==> src/rtl/a0_uart_tx.sv <==
// Watches the core debug byte and queues every change in a small FIFO.
// Each queued byte is sent as an 8N1 UART frame on tx_o.
module a0_uart_tx #(
    parameter int CLKS_PER_BIT = 16,
    parameter int FIFO_DEPTH   = 4,
    parameter int DATA_WIDTH   = 8
) (
    input  logic                          clk_i,
    input  logic                          rst_i,
    input  logic [DATA_WIDTH-1:0]         data_i,
    output logic                          tx_o,
    output logic                          busy_o,
    output logic                          overflow_o,
    output logic [$clog2(FIFO_DEPTH):0]   fifo_count_o,
    output logic [1:0]                    state_o
);
    localparam int PW = $clog2(FIFO_DEPTH);
    localparam int CW = PW + 1;
    localparam int BW = (CLKS_PER_BIT > 1) ? $clog2(CLKS_PER_BIT) : 1;

    typedef enum logic [1:0] {IDLE, START, DATA, STOP} state_t;

    state_t                state_q, state_d;
    logic [BW-1:0]         baud_q, baud_d;
    logic [2:0]            bit_q, bit_d;
    logic [DATA_WIDTH-1:0] shift_q, shift_d;
    logic                  tx_q, tx_d;

    logic [DATA_WIDTH-1:0] mem_q [FIFO_DEPTH];
    logic [PW-1:0]         wr_q, rd_q;
    logic [CW-1:0]         count_q;
    logic [DATA_WIDTH-1:0] last_q;
    logic                  ovf_q;

    logic push, pop, full, accept, last_baud;

    // A push into a full FIFO still fits when the transmitter frees a slot at the same edge.
    assign push   = (data_i != last_q);
    assign pop    = (state_q == IDLE) && (count_q != '0);
    assign full   = (count_q == CW'(FIFO_DEPTH));
    assign accept = push && (!full || pop);

    always_ff @(posedge clk_i) begin
        if (rst_i) begin
            last_q  <= '0;
            wr_q    <= '0;
            rd_q    <= '0;
            count_q <= '0;
            ovf_q   <= 1'b0;
        end else begin
            if (push) last_q <= data_i;
            if (push && !accept) ovf_q <= 1'b1;
            if (accept) wr_q <= wr_q + 1'b1;
            if (pop) rd_q <= rd_q + 1'b1;
            case ({accept, pop})
                2'b10:   count_q <= count_q + 1'b1;
                2'b01:   count_q <= count_q - 1'b1;
                default: count_q <= count_q;
            endcase
        end
    end

    always_ff @(posedge clk_i) begin
        if (!rst_i && accept) mem_q[wr_q] <= data_i;
    end

    assign last_baud = (baud_q == BW'(CLKS_PER_BIT - 1));

    always_comb begin
        state_d = state_q;
        baud_d  = baud_q;
        bit_d   = bit_q;
        shift_d = shift_q;
        case (state_q)
            IDLE: begin
                if (count_q != '0) begin
                    shift_d = mem_q[rd_q];
                    baud_d  = '0;
                    state_d = START;
                end
            end
            START: begin
                if (last_baud) begin
                    baud_d  = '0;
                    bit_d   = '0;
                    state_d = DATA;
                end else begin
                    baud_d = baud_q + 1'b1;
                end
            end
            DATA: begin
                if (last_baud) begin
                    baud_d  = '0;
                    shift_d = {1'b0, shift_q[DATA_WIDTH-1:1]};
                    if (bit_q == 3'd7) state_d = STOP;
                    else               bit_d   = bit_q + 1'b1;
                end else begin
                    baud_d = baud_q + 1'b1;
                end
            end
            STOP: begin
                if (last_baud) begin
                    baud_d  = '0;
                    state_d = IDLE;
                end else begin
                    baud_d = baud_q + 1'b1;
                end
            end
            default: state_d = IDLE;
        endcase
        // Line level is precomputed from the next state so tx_o comes straight off a flop.
        case (state_d)
            START:   tx_d = 1'b0;
            DATA:    tx_d = shift_d[0];
            default: tx_d = 1'b1;
        endcase
    end

    always_ff @(posedge clk_i) begin
        if (rst_i) begin
            state_q <= IDLE;
            baud_q  <= '0;
            bit_q   <= '0;
            shift_q <= '0;
            tx_q    <= 1'b1;
        end else begin
            state_q <= state_d;
            baud_q  <= baud_d;
            bit_q   <= bit_d;
            shift_q <= shift_d;
            tx_q    <= tx_d;
        end
    end

    assign tx_o         = tx_q;
    assign busy_o       = (state_q != IDLE) || (count_q != '0);
    assign overflow_o   = ovf_q;
    assign fifo_count_o = count_q;
    assign state_o      = state_q;
endmodule

==> config.mk <==
export PLATFORM = sky130hd
export DESIGN_NAME = a0_uart_tx
export DESIGN_NICKNAME = d
export VERILOG_FILES = /design/src/rtl/a0_uart_tx.sv
export SDC_FILE = /design/constraint.sdc
export NUM_CORES = 1
export LEC_CHECK = 0
export CELL_PAD_IN_SITES_DETAIL_PLACEMENT = 1
export CELL_PAD_IN_SITES_GLOBAL_PLACEMENT = 1
export CORE_MARGIN = 5
export CORE_UTILIZATION = 30
export DETAILED_ROUTE_END_ITERATION = 10
export PLACE_DENSITY_LB_ADDON = 0.1
export SKIP_CTS_REPAIR_TIMING = 1
export SKIP_LAST_GASP = 1
export SLEW_MARGIN = 0
export SYNTH_ARGS = -nofsm -noshare
export SYNTH_HDL_FRONTEND = slang
export SYNTH_SLANG_ARGS = --single-unit
==> constraint.sdc <==
create_clock -name clk_i -period 2.5 [get_ports clk_i]
set_input_delay 0.5 -clock clk_i [delete_from_list [all_inputs] [get_ports clk_i]]
set_output_delay 0.5 -clock clk_i [all_outputs]
set_load 0.03 [all_outputs]
==> results_dict.tcl <==
set metrics [dict create \
    power_density_mw_per_mm2 895.9 \
    multi_input_comb_area_mm2 0.001102 \
    r2r_start "last_q[3]" \
    die_width_um 107.0 \
    io-pin-count 18 \
    slowest_delay_ns 0.60 \
    area_growth_pct 23.92 \
    reg2reg_slack_ns 0.12 \
    period_needed_ns 2.520 \
    setup_ws_ns -0.01981 \
    setup_viol 1 \
    grt_pass1_vias 1908 \
    power_w 0.003136 \
    r2r-end "fifo_count_o[2]" \
    nFillCells 996 \
    cp-end-kind "output port" \
    wl_per_cell_um 14.86 \
    die_y_um 107.0 \
    rows 35 \
    required_ns 2.00 \
    fin_cells 387 \
    route.detailed.drc 0 \
    cts.clk_slew.worst_paths_ns 0.08 \
    synth_cell_types 38 \
    max_freq_mhz 396.9 \
    crit_arrival_ns 2.02 \
    rsz0062_at_grt "true" \
    critPathMaxFanout 4 \
    ys_ff_latch 68 \
    synth_area_per_cell_um2 12.45 \
    dp_hpwl_um 3977 \
    dieArea_mm2 0.01146 \
    cts_root_buf "clkbuf_8" \
    outcome "complete, but fails checks" \
    grt-ovfl-total 0 \
    ys_warn_count 0 \
    drv_cap 0 \
    p_leak_nw 1.350 \
    firstDrtPassIters 4 \
    critical-path-top-delay-family "buffers and inverters" \
    cts_tree "done" \
    grt_pass1_wl_um 9666 \
    num-nets-final 289 \
    cp-start-kind "flop" \
    design.core.area_mm2 0.009196 \
    detail-route-antenna-nets 0 \
    relSlewSlack_pct 62.10 \
    ir_drop_mv 0.3243 \
    hold_end "shift_q[4]" \
    crit_chain "nor3_2, and2_1, inv_1, clkdlybuf4s50_1" \
    gp_congestion 0.7089 \
    diodes 0 \
    grt_use_total_pct 10.99 \
    floorplan.initialDensity_pct 30.72 \
    vias 1816 \
    synth_seq_area_share_pct 59.52 \
    antenna_found_initial 0 \
    port_buffers 17 \
    clock_skew_ns 0.01090 \
    violations "negative setup slack" \
    drt_wl_total_um 5751 \
    drive_gt1_share_pct 22.10 \
    worst_hold_startpoint "shift_q[4]" \
    cp_slowest_cell "clkdlybuf4s50_1" \
    synth_nets 245 \
    hold_path_depth 2 \
    vias_per_cell 4.693 \
    synth_area_mm2 0.002825 \
    grt_max_degree 26 \
    drv_slew 0 \
    worst_pin_slew_ns 0.5678 \
    finalHoldViolCount 0 \
    clkLatencyLatePin_ns 0.33 \
    register_area_mm2 0.001682 \
    reg2reg_depth 8 \
    post-route-util_pct 38.07 \
    critical_path_class "reg2out" \
    cts-buffers-inserted 9 \
    first_iter_violations 69 \
    synth_cells 227 \
    hold_class "reg2reg" \
    finalCritPeriodShare_pct 100.8 \
    dp_cells 370 \
    path_buf_inv 2 \
    clockBufferDepth 2 \
    cts_max_level 3 \
    clock-sinks 68 \
]
[cell usage in the layout (no fill, tap or decap), types with 9 or more instances in the layout]
cell type / count
dfxtp_1: 36
nor2b_1: 9
xnor2_1: 9
nand2_1: 12
nor2_1: 27
a21oi_1: 13
clkdlybuf4s50_1: 9
edfxtp_1: 32
clkbuf_8: 9
buf_4: 25
[layer usage]
layer / vias to the layer above / track usage, % / part of all wire (%)
met1: 896 / 14.00 / 48
met4: 0 / 4.110 / 1.2
li1: 897 / - / -
met5: - / 0 / 0
met2: 17 / 17.56 / 49
met3: 6 / 3.311 / 2.3
[cell type report]
class,count,area share [%]
Timing Repair Buffer,42,10.79
Sequential cell,68,48.03
Clock buffer,10,3.645
Tap cell,111,3.967
Multi-Input combinational cell,142,31.49
Inverter,8,0.8578
Clock inverter,6,1.215
[flip-flops by register name, summed over array words and instances, names as in the netlist, 2 cells and up, named ones only]
name	flops
mem_q	32
last_q	8
shift_q	8
baud_q	4
bit_q	3
fifo_count_o	3
rd_q	2
state_o	2
wr_q	2
[synth_stat cells]
cell type | number | area (um^2)
xor2_1 | 2 | 17.52
xnor2_1 | 10 | 87.58
mux2i_1 | 4 | 40.04
nand4_1 | 2 | 12.51
buf_2 | 2 | 10.01
buf_6 | 1 | 11.26
a221o_1 | 1 | 10.01
nand3_1 | 4 | 20.02
and4_4 | 1 | 11.26
mux2_4 | 3 | 45.04
nor2_1 | 28 | 105.1
ha_1 | 7 | 87.58
and3_1 | 1 | 6.260
a21o_1 | 1 | 7.510
clkbuf_1 | 5 | 18.77
nor3b_1 | 4 | 30.03
nor3_1 | 4 | 20.02
mux2_2 | 1 | 11.26
a2111oi_0 | 2 | 17.52
or3_1 | 2 | 12.51
nor2b_1 | 9 | 56.30
or2b_1 | 1 | 7.510
a22oi_1 | 8 | 60.06
nand2b_1 | 2 | 12.51
a21oi_1 | 13 | 65.06
edfxtp_1 | 32 | 960.9
dfxtp_1 | 36 | 720.7
o21bai_4 | 1 | 18.77
buf_1 | 1 | 3.750
nand2_1 | 12 | 45.04
or2_4 | 1 | 8.760
mux4_2 | 8 | 180.2
o21ai_0 | 6 | 30.03
and2_1 | 1 | 6.260
fa_1 | 1 | 20.02
inv_1 | 8 | 30.03
or2_2 | 1 | 6.260
a2111o_1 | 1 | 11.26
[worst min-delay path, cell delays in order (launching register included)]
cell and delay, ns:
dfxtp_1 0.31, nand2_1 0.05, a21oi_1 0.05
[cells by family after synthesis]
kind of cell | Yosys count | share of synthesized area, %
buf+inv | 17 | 2.613
compound gates | 33 | 7.795
xor+xnor | 12 | 3.720
simple gates | 73 | 12.75
mux | 16 | 9.787
fa+ha+maj | 8 | 3.809
flops | 68 | 59.52
[worst max-delay path by stage]
stage	startpoint	end	slack, ns	cells past startpoint
3_5_place_dp	data_i[5]	fifo_count_o[2]	-0.62	9
4_1_cts	fifo_count_o[0]	busy_o	-0.29	4
6_report	fifo_count_o[0]	busy_o	-0.02	4
3_3_place_gp	data_i[5]	fifo_count_o[2]	-0.58	9
5_1_grt	fifo_count_o[0]	busy_o	-0.13	4
2_1_floorplan	state_o[1]	fifo_count_o[2]	0.003	9
[per-stage QoR]
step	setup TNS, ns	hold slack, ns	setup WS [ns]	instance area [um^2]
finish	-0.01981	0.4583	-0.01981	3501
global route	-0.1345	0.4719	-0.1345	3501
CTS	-0.5314	0.4601	-0.2911	3461
detailed placement	-0.8568	0.4499	-0.6217	3291
global placement	-0.7801	0.4432	-0.5760	3291
floorplan	0	0.4324	0.002508	2848
[power by group]
| group | switching, W | internal, W | total [W] |
|---|---|---|---|
| registers | 0.000123 | 0.00132 | 0.00144 |
| clock network | 0.000427 | 0.000360 | 0.000787 |
| logic | 0.000469 | 0.000436 | 0.000905 |
| total | 0.00102 | 0.00212 | 0.00314 |
(Power assumes the default switching activity.)
